`src/rtl/uart_cmd_parser.sv`:
```
// uart_cmd_parser: decodes received UART bytes into one-cycle command pulses and a validated set-time.
// Ports: clk; rst (async, active-low); rx_data/rx_done (byte and its strobe);
//   cmd_run/cmd_clear/cmd_mode/cmd_sr04/cmd_dht (command pulses); set_valid + set_hour/min/sec
//   (accepted time); cmd_err (malformed byte or sequence); busy (set-time sequence in progress).
// Macro UART_CMD_LOWERCASE_EN: when defined, lowercase command letters act as uppercase.
module uart_cmd_parser #(
  parameter int MAX_HOUR = 23
) (
  input  logic       clk,
  input  logic       rst,
  input  logic [7:0] rx_data,
  input  logic       rx_done,
  output logic       cmd_run,
  output logic       cmd_clear,
  output logic       cmd_mode,
  output logic       cmd_sr04,
  output logic       cmd_dht,
  output logic       set_valid,
  output logic [4:0] set_hour,
  output logic [5:0] set_min,
  output logic [5:0] set_sec,
  output logic       cmd_err,
  output logic       busy
);
  typedef enum logic [1:0] {IDLE, DIGIT, TERM} state_t;
  state_t          state_q, state_d;
  logic [2:0]      idx_q, idx_d;
  logic [5:0][3:0] dig_q, dig_d;
  // pulse vector: {err, valid, dht, sr04, mode, clear, run}
  logic [6:0]      p_q, p_d;
  logic [4:0]      hour_q, hour_d;
  logic [5:0]      min_q, min_d, sec_q, sec_d;
  logic            busy_q;
  logic [7:0]      c;
  logic            is_dig, is_eol, time_ok;
  logic [6:0]      hh, mm, ss;
`ifdef UART_CMD_LOWERCASE_EN
  // fold a-z onto A-Z; non-command letters still land on the error path
  assign c = (rx_data >= 8'h61 && rx_data <= 8'h7a) ? (rx_data & 8'hdf) : rx_data;
`else
  assign c = rx_data;
`endif
  assign is_dig  = rx_data >= 8'h30 && rx_data <= 8'h39;
  assign is_eol  = rx_data == 8'h0d || rx_data == 8'h0a;
  assign hh      = 7'(dig_q[0]) * 7'd10 + 7'(dig_q[1]);
  assign mm      = 7'(dig_q[2]) * 7'd10 + 7'(dig_q[3]);
  assign ss      = 7'(dig_q[4]) * 7'd10 + 7'(dig_q[5]);
  assign time_ok = hh <= 7'(MAX_HOUR) && mm <= 7'd59 && ss <= 7'd59;
  always_ff @(posedge clk or negedge rst)
    if (!rst) begin
      state_q <= IDLE;
      idx_q   <= '0;
      dig_q   <= '0;
      p_q     <= '0;
      hour_q  <= '0;
      min_q   <= '0;
      sec_q   <= '0;
      busy_q  <= 1'b0;
    end else begin
      state_q <= state_d;
      idx_q   <= idx_d;
      dig_q   <= dig_d;
      p_q     <= p_d;
      hour_q  <= hour_d;
      min_q   <= min_d;
      sec_q   <= sec_d;
      busy_q  <= state_d != IDLE;
    end
  always_comb begin
    state_d = state_q;
    idx_d   = idx_q;
    dig_d   = dig_q;
    if (rx_done)
      case (state_q)
        IDLE: if (c == 8'h53) begin
          state_d = DIGIT;
          idx_d   = '0;
        end
        DIGIT: if (is_dig) begin
          dig_d[idx_q] = rx_data[3:0];
          idx_d        = idx_q + 3'd1;
          state_d      = idx_q == 3'd5 ? TERM : DIGIT;
        end else begin
          state_d = IDLE;
          dig_d   = '0;
        end
        default: state_d = IDLE;
      endcase
  end
  always_comb begin
    p_d    = '0;
    hour_d = hour_q;
    min_d  = min_q;
    sec_d  = sec_q;
    if (rx_done)
      case (state_q)
        IDLE:
          case (c)
            8'h52:                      p_d = 7'h01;
            8'h43:                      p_d = 7'h02;
            8'h4d:                      p_d = 7'h04;
            8'h55:                      p_d = 7'h08;
            8'h44:                      p_d = 7'h10;
            8'h53, 8'h0d, 8'h0a, 8'h20: p_d = 7'h00;
            default:                    p_d = 7'h40;
          endcase
        DIGIT: p_d = is_dig ? 7'h00 : 7'h40;
        TERM: if (is_eol && time_ok) begin
          p_d    = 7'h20;
          hour_d = hh[4:0];
          min_d  = mm[5:0];
          sec_d  = ss[5:0];
        end else p_d = 7'h40;
        default: p_d = '0;
      endcase
  end
  assign {cmd_err, set_valid, cmd_dht, cmd_sr04, cmd_mode, cmd_clear, cmd_run} = p_q;
  assign set_hour = hour_q;
  assign set_min  = min_q;
  assign set_sec  = sec_q;
  assign busy     = busy_q;
endmodule

```
`config.mk`:
```
export PLATFORM = sky130hd
export DESIGN_NAME = uart_cmd_parser
export DESIGN_NICKNAME = d
export VERILOG_FILES = /design/src/rtl/uart_cmd_parser.sv
export SDC_FILE = /design/constraint.sdc
export NUM_CORES = 1
export LEC_CHECK = 0
export BUFFER_PORTS_ARGS = -buffer_cell sky130_fd_sc_hd__buf_2
export CORE_MARGIN = 1
export CORE_UTILIZATION = 63
export CTS_CLUSTER_SIZE = 20
export DETAILED_ROUTE_END_ITERATION = 8
export HOLD_SLACK_MARGIN = 0.06
export PLACE_DENSITY = 0.85
export RECOVER_POWER = 25
export REMOVE_ABC_BUFFERS = 1
export SLEW_MARGIN = 40
export SYNTH_ARGS = -nofsm -noshare
export SYNTH_HDL_FRONTEND = slang
export SYNTH_SLANG_ARGS = --single-unit
```
`constraint.sdc`:
```
create_clock -name clk -period 7.85 [get_ports clk]
set_input_delay 0.785 -clock clk [delete_from_list [all_inputs] [get_ports clk]]
set_output_delay 0.785 -clock clk [all_outputs]
set_load 0.005 [all_outputs]
```
==> flow_metrics.tcl <==
set metrics [dict create \
    status "complete, but fails checks" \
    failed_checks "max-capacitance violations, max-slew violations" \
    antenna_found_initial 0 \
    ys_async_sr_fraction_pct 100.0 \
    die_y_um 72.23 \
    cp_common_cell "ha_1" \
    vias 2288 \
    rsz0062_at_grt "false" \
    clkSlewWorstSetupHoldPaths_ps 90 \
    worst_path_largest_cell_delay_ps 660 \
    path_delay_family "adder cells" \
    numCtsBuffers 5 \
    yosys_warnings 0 \
    cp.arrival_ps 3500 \
    drt_iter0_markers 111 \
    regArea_um2 1351 \
    viasPerCell 5.706 \
    cts_tree "done" \
    multi_input_area_um2 1609 \
    antenna_cells 0 \
    nets 371 \
    cp.required_ps 8050 \
    synthXorXnorAreaFrac_pct 4.511 \
    finalMaxSlewViolations 55 \
    crit_slowest_cell "or4_4" \
    cts.sinks 54 \
    wl_per_cell_um 14.85 \
    synth-main-ff-cell "dfrtp_1" \
    drc 0 \
    grt.total_usage_pct 25.00 \
    yosys.area_share.simple_pct 15.30 \
    synthAdderAreaFrac_pct 12.69 \
    worstSetupPathType "flip-flop to flip-flop" \
    fmax_ghz 0.3030 \
    avgSynthCellArea_um2 10.32 \
    cts.repair.resized 0 \
    routabilityCongestion 0.8266 \
    vdd_drop_max_uv 110.4 \
    hold_viol 0 \
    tightest_slew_ps 2759 \
    clock_latency_ps 300 \
    setup_tns_ps 0 \
    ctsHoldBuffers 0 \
    io_buffers 35 \
    leakagePower_nw 1.694 \
    yosys_register_bits 54 \
    cts-root-buf "clkbuf_8" \
    p_per_area_nw_per_um2 142.4 \
    die_w_um 72.23 \
    min_period_ps 3300 \
    yosys.area.top_type "dfrtp_1" \
    ys_seq_area_share_pct 43.50 \
    crit_buf_inv 1 \
    die_area_um2 5216 \
    fin_util_pct 72.16 \
    grt_start_max_net_pins 55 \
    pin_count 36 \
    muxShareOfSynthArea_pct 7.048 \
    first_pass_iters 4 \
    cts_setup_buffers 0 \
    path_cells "ha_1 > ha_1 > inv_1 > fa_1 > nand3_1 > a211oi_1 > maj3_2 > o21a_1 > or4_4 > mux2_4" \
    num_rows 25 \
    min_period_over_period_pct 42.04 \
    dpl.hpwl_mm 4.464 \
    ys_top_cells_by_area "dfrtp_1, ha_1, nand2_1" \
    synth_top_family_by_area "simple AND/OR/NAND/NOR gates" \
    r2r_slack_ps 4550 \
    yosysTopAreaCellShare_pct 43.50 \
    fillers 351 \
    cts_buffer_depth 2 \
    drive_gt1_share_pct 17.37 \
    start_kind "flip-flop" \
    min_path_type "flip-flop to flip-flop" \
    syn_inst 301 \
    initial_core_util_pct 65.77 \
    overflow 0 \
    maxCapViolCount 1 \
    ys_types 48 \
    grt_pass1_vias 2152 \
    fin_worst_skew_ps 3.864 \
    critPathMaxFanout 17 \
    syn_area_um2 3107 \
    layout-area-overhead-vs-synth_pct 9.706 \
    postRouteAntennaNets 0 \
    cts.htree.levels 2 \
    grt_first_pass_wirelength_mm 9.929 \
    drt-total-wl_mm 5.956 \
    synth_compound_area_share_pct 12.24 \
    core_area_um2 4723 \
    slew_headroom_pct -83.91 \
    synth-edff-count 0 \
    crit_path_end_kind "flip-flop" \
    finalSetupViolations 0 \
]
[synth_stat cells, types with 2 or more instances]
cell,instances
a21o_1,2
nor3_1,5
fa_1,6
mux2_4,8
nor2_1,13
buf_2,2
xnor2_1,7
clkbuf_1,7
mux2_2,7
nand2_1,36
and2_1,7
mux2i_1,2
xor2_1,9
o32a_1,2
a21oi_1,8
a211oi_1,2
and3_1,2
nor2b_1,2
ha_1,21
o31ai_1,2
inv_1,21
nor3b_1,2
nand3_1,12
o22ai_1,5
nand4_1,2
nor4_1,4
o21ai_0,25
a32o_1,7
dfrtp_1,54
[cells by family (layout without fill, tap and decap cells)]
kind of cell / after synthesis / count (layout)
buffers and inverters: 32 / 65
adders and majority gates: 28 / 28
xor gates and xnor gates: 16 / 16
and+or+nand+nor: 95 / 95
DFF: 54 / 54
AOI/OAI and AO/OA: 59 / 59
muxes: 17 / 17
[flip-flops by register name (all words and copies together), names as in the netlist]
| signal | cells |
|---|---|
| busy | 1 |
| dig_q | 24 |
| set_sec | 6 |
| p_q | 7 |
| idx_q | 3 |
| state_q | 2 |
| set_hour | 5 |
| set_min | 6 |
[worst reg2reg max path: cells and delay by family (launching register included)]
family	cells	cell delay [ps]
AOI/OAI and AO/OA	2	270
buffers and inverters	1	60
muxes	1	350
and+or+nand+nor	2	780
adders and majority gates	4	1290
DFF	1	430
[metrics by stage]
step                worst slack, ps  instance area [um^2]  hold slack (ps)  cells  total power [W]
floorplan                      4731                  3039            446.0    290        0.0002946
global placement               4654                  3306            470.2    393        0.0003095
detailed placement             4554                  3306            489.7    393        0.0003099
CTS                            4552                  3412            510.8    401        0.0004912
global route                   4104                  3408            525.9    401        0.0005024
finish                         4550                  3408            508.5    401        0.0004853
[power by group]
group	switching, W	internal [W]	total [W]
registers	0.000000810	0.000279	0.000280
logic	0.0000171	0.00000684	0.0000239
clock network	0.0000858	0.0000955	0.000181
total	0.000104	0.000382	0.000485
[cell type report]
type                    instances  share of cell area [%]
multi-input cells             215                   47.21
flip-flops and latches         54                   39.65
repair buffers                 36                   5.250
well taps                      67                   2.460
inverters                      21                   2.313
clock buffers                   7                   2.239
clock inverters                 1                  0.8811
[final timing paths]
path	startpoint	end	cells past startpoint
min in group asynchronous	rst	set_min[5]	2
min	set_sec[1]	set_sec[1]	1
max reg2reg	dig_q[17]	set_hour[1]	10
min reg2reg	set_sec[1]	set_sec[1]	1
max in group asynchronous	rst	dig_q[20]	2
max	dig_q[17]	set_hour[1]	10
[routing by layer]
| layer | up-vias | GRT usage (%) | part of all wire, % |
|---|---|---|---|
| li1 | 1132 | - | - |
| met1 | 1096 | 32.25 | 46 |
| met2 | 54 | 43.51 | 50 |
| met3 | 6 | 4.444 | 3.6 |
| met4 | 0 | 6.754 | 1.1 |
| met5 | - | 0 | 0 |
[cell usage in the layout, fill, tap and decap left out, types with 8 or more instances in the layout]
cell type  netlist  routed
dfrtp_1         54      54
nand2_1         36      36
buf_2            2      35
o21ai_0         25      25
inv_1           21      21
ha_1            21      21
nor2_1          13      13
nand3_1         12      12
xor2_1           9       9
mux2_4           8       8
a21oi_1          8       8
Power figures use the tool's default switching activity.
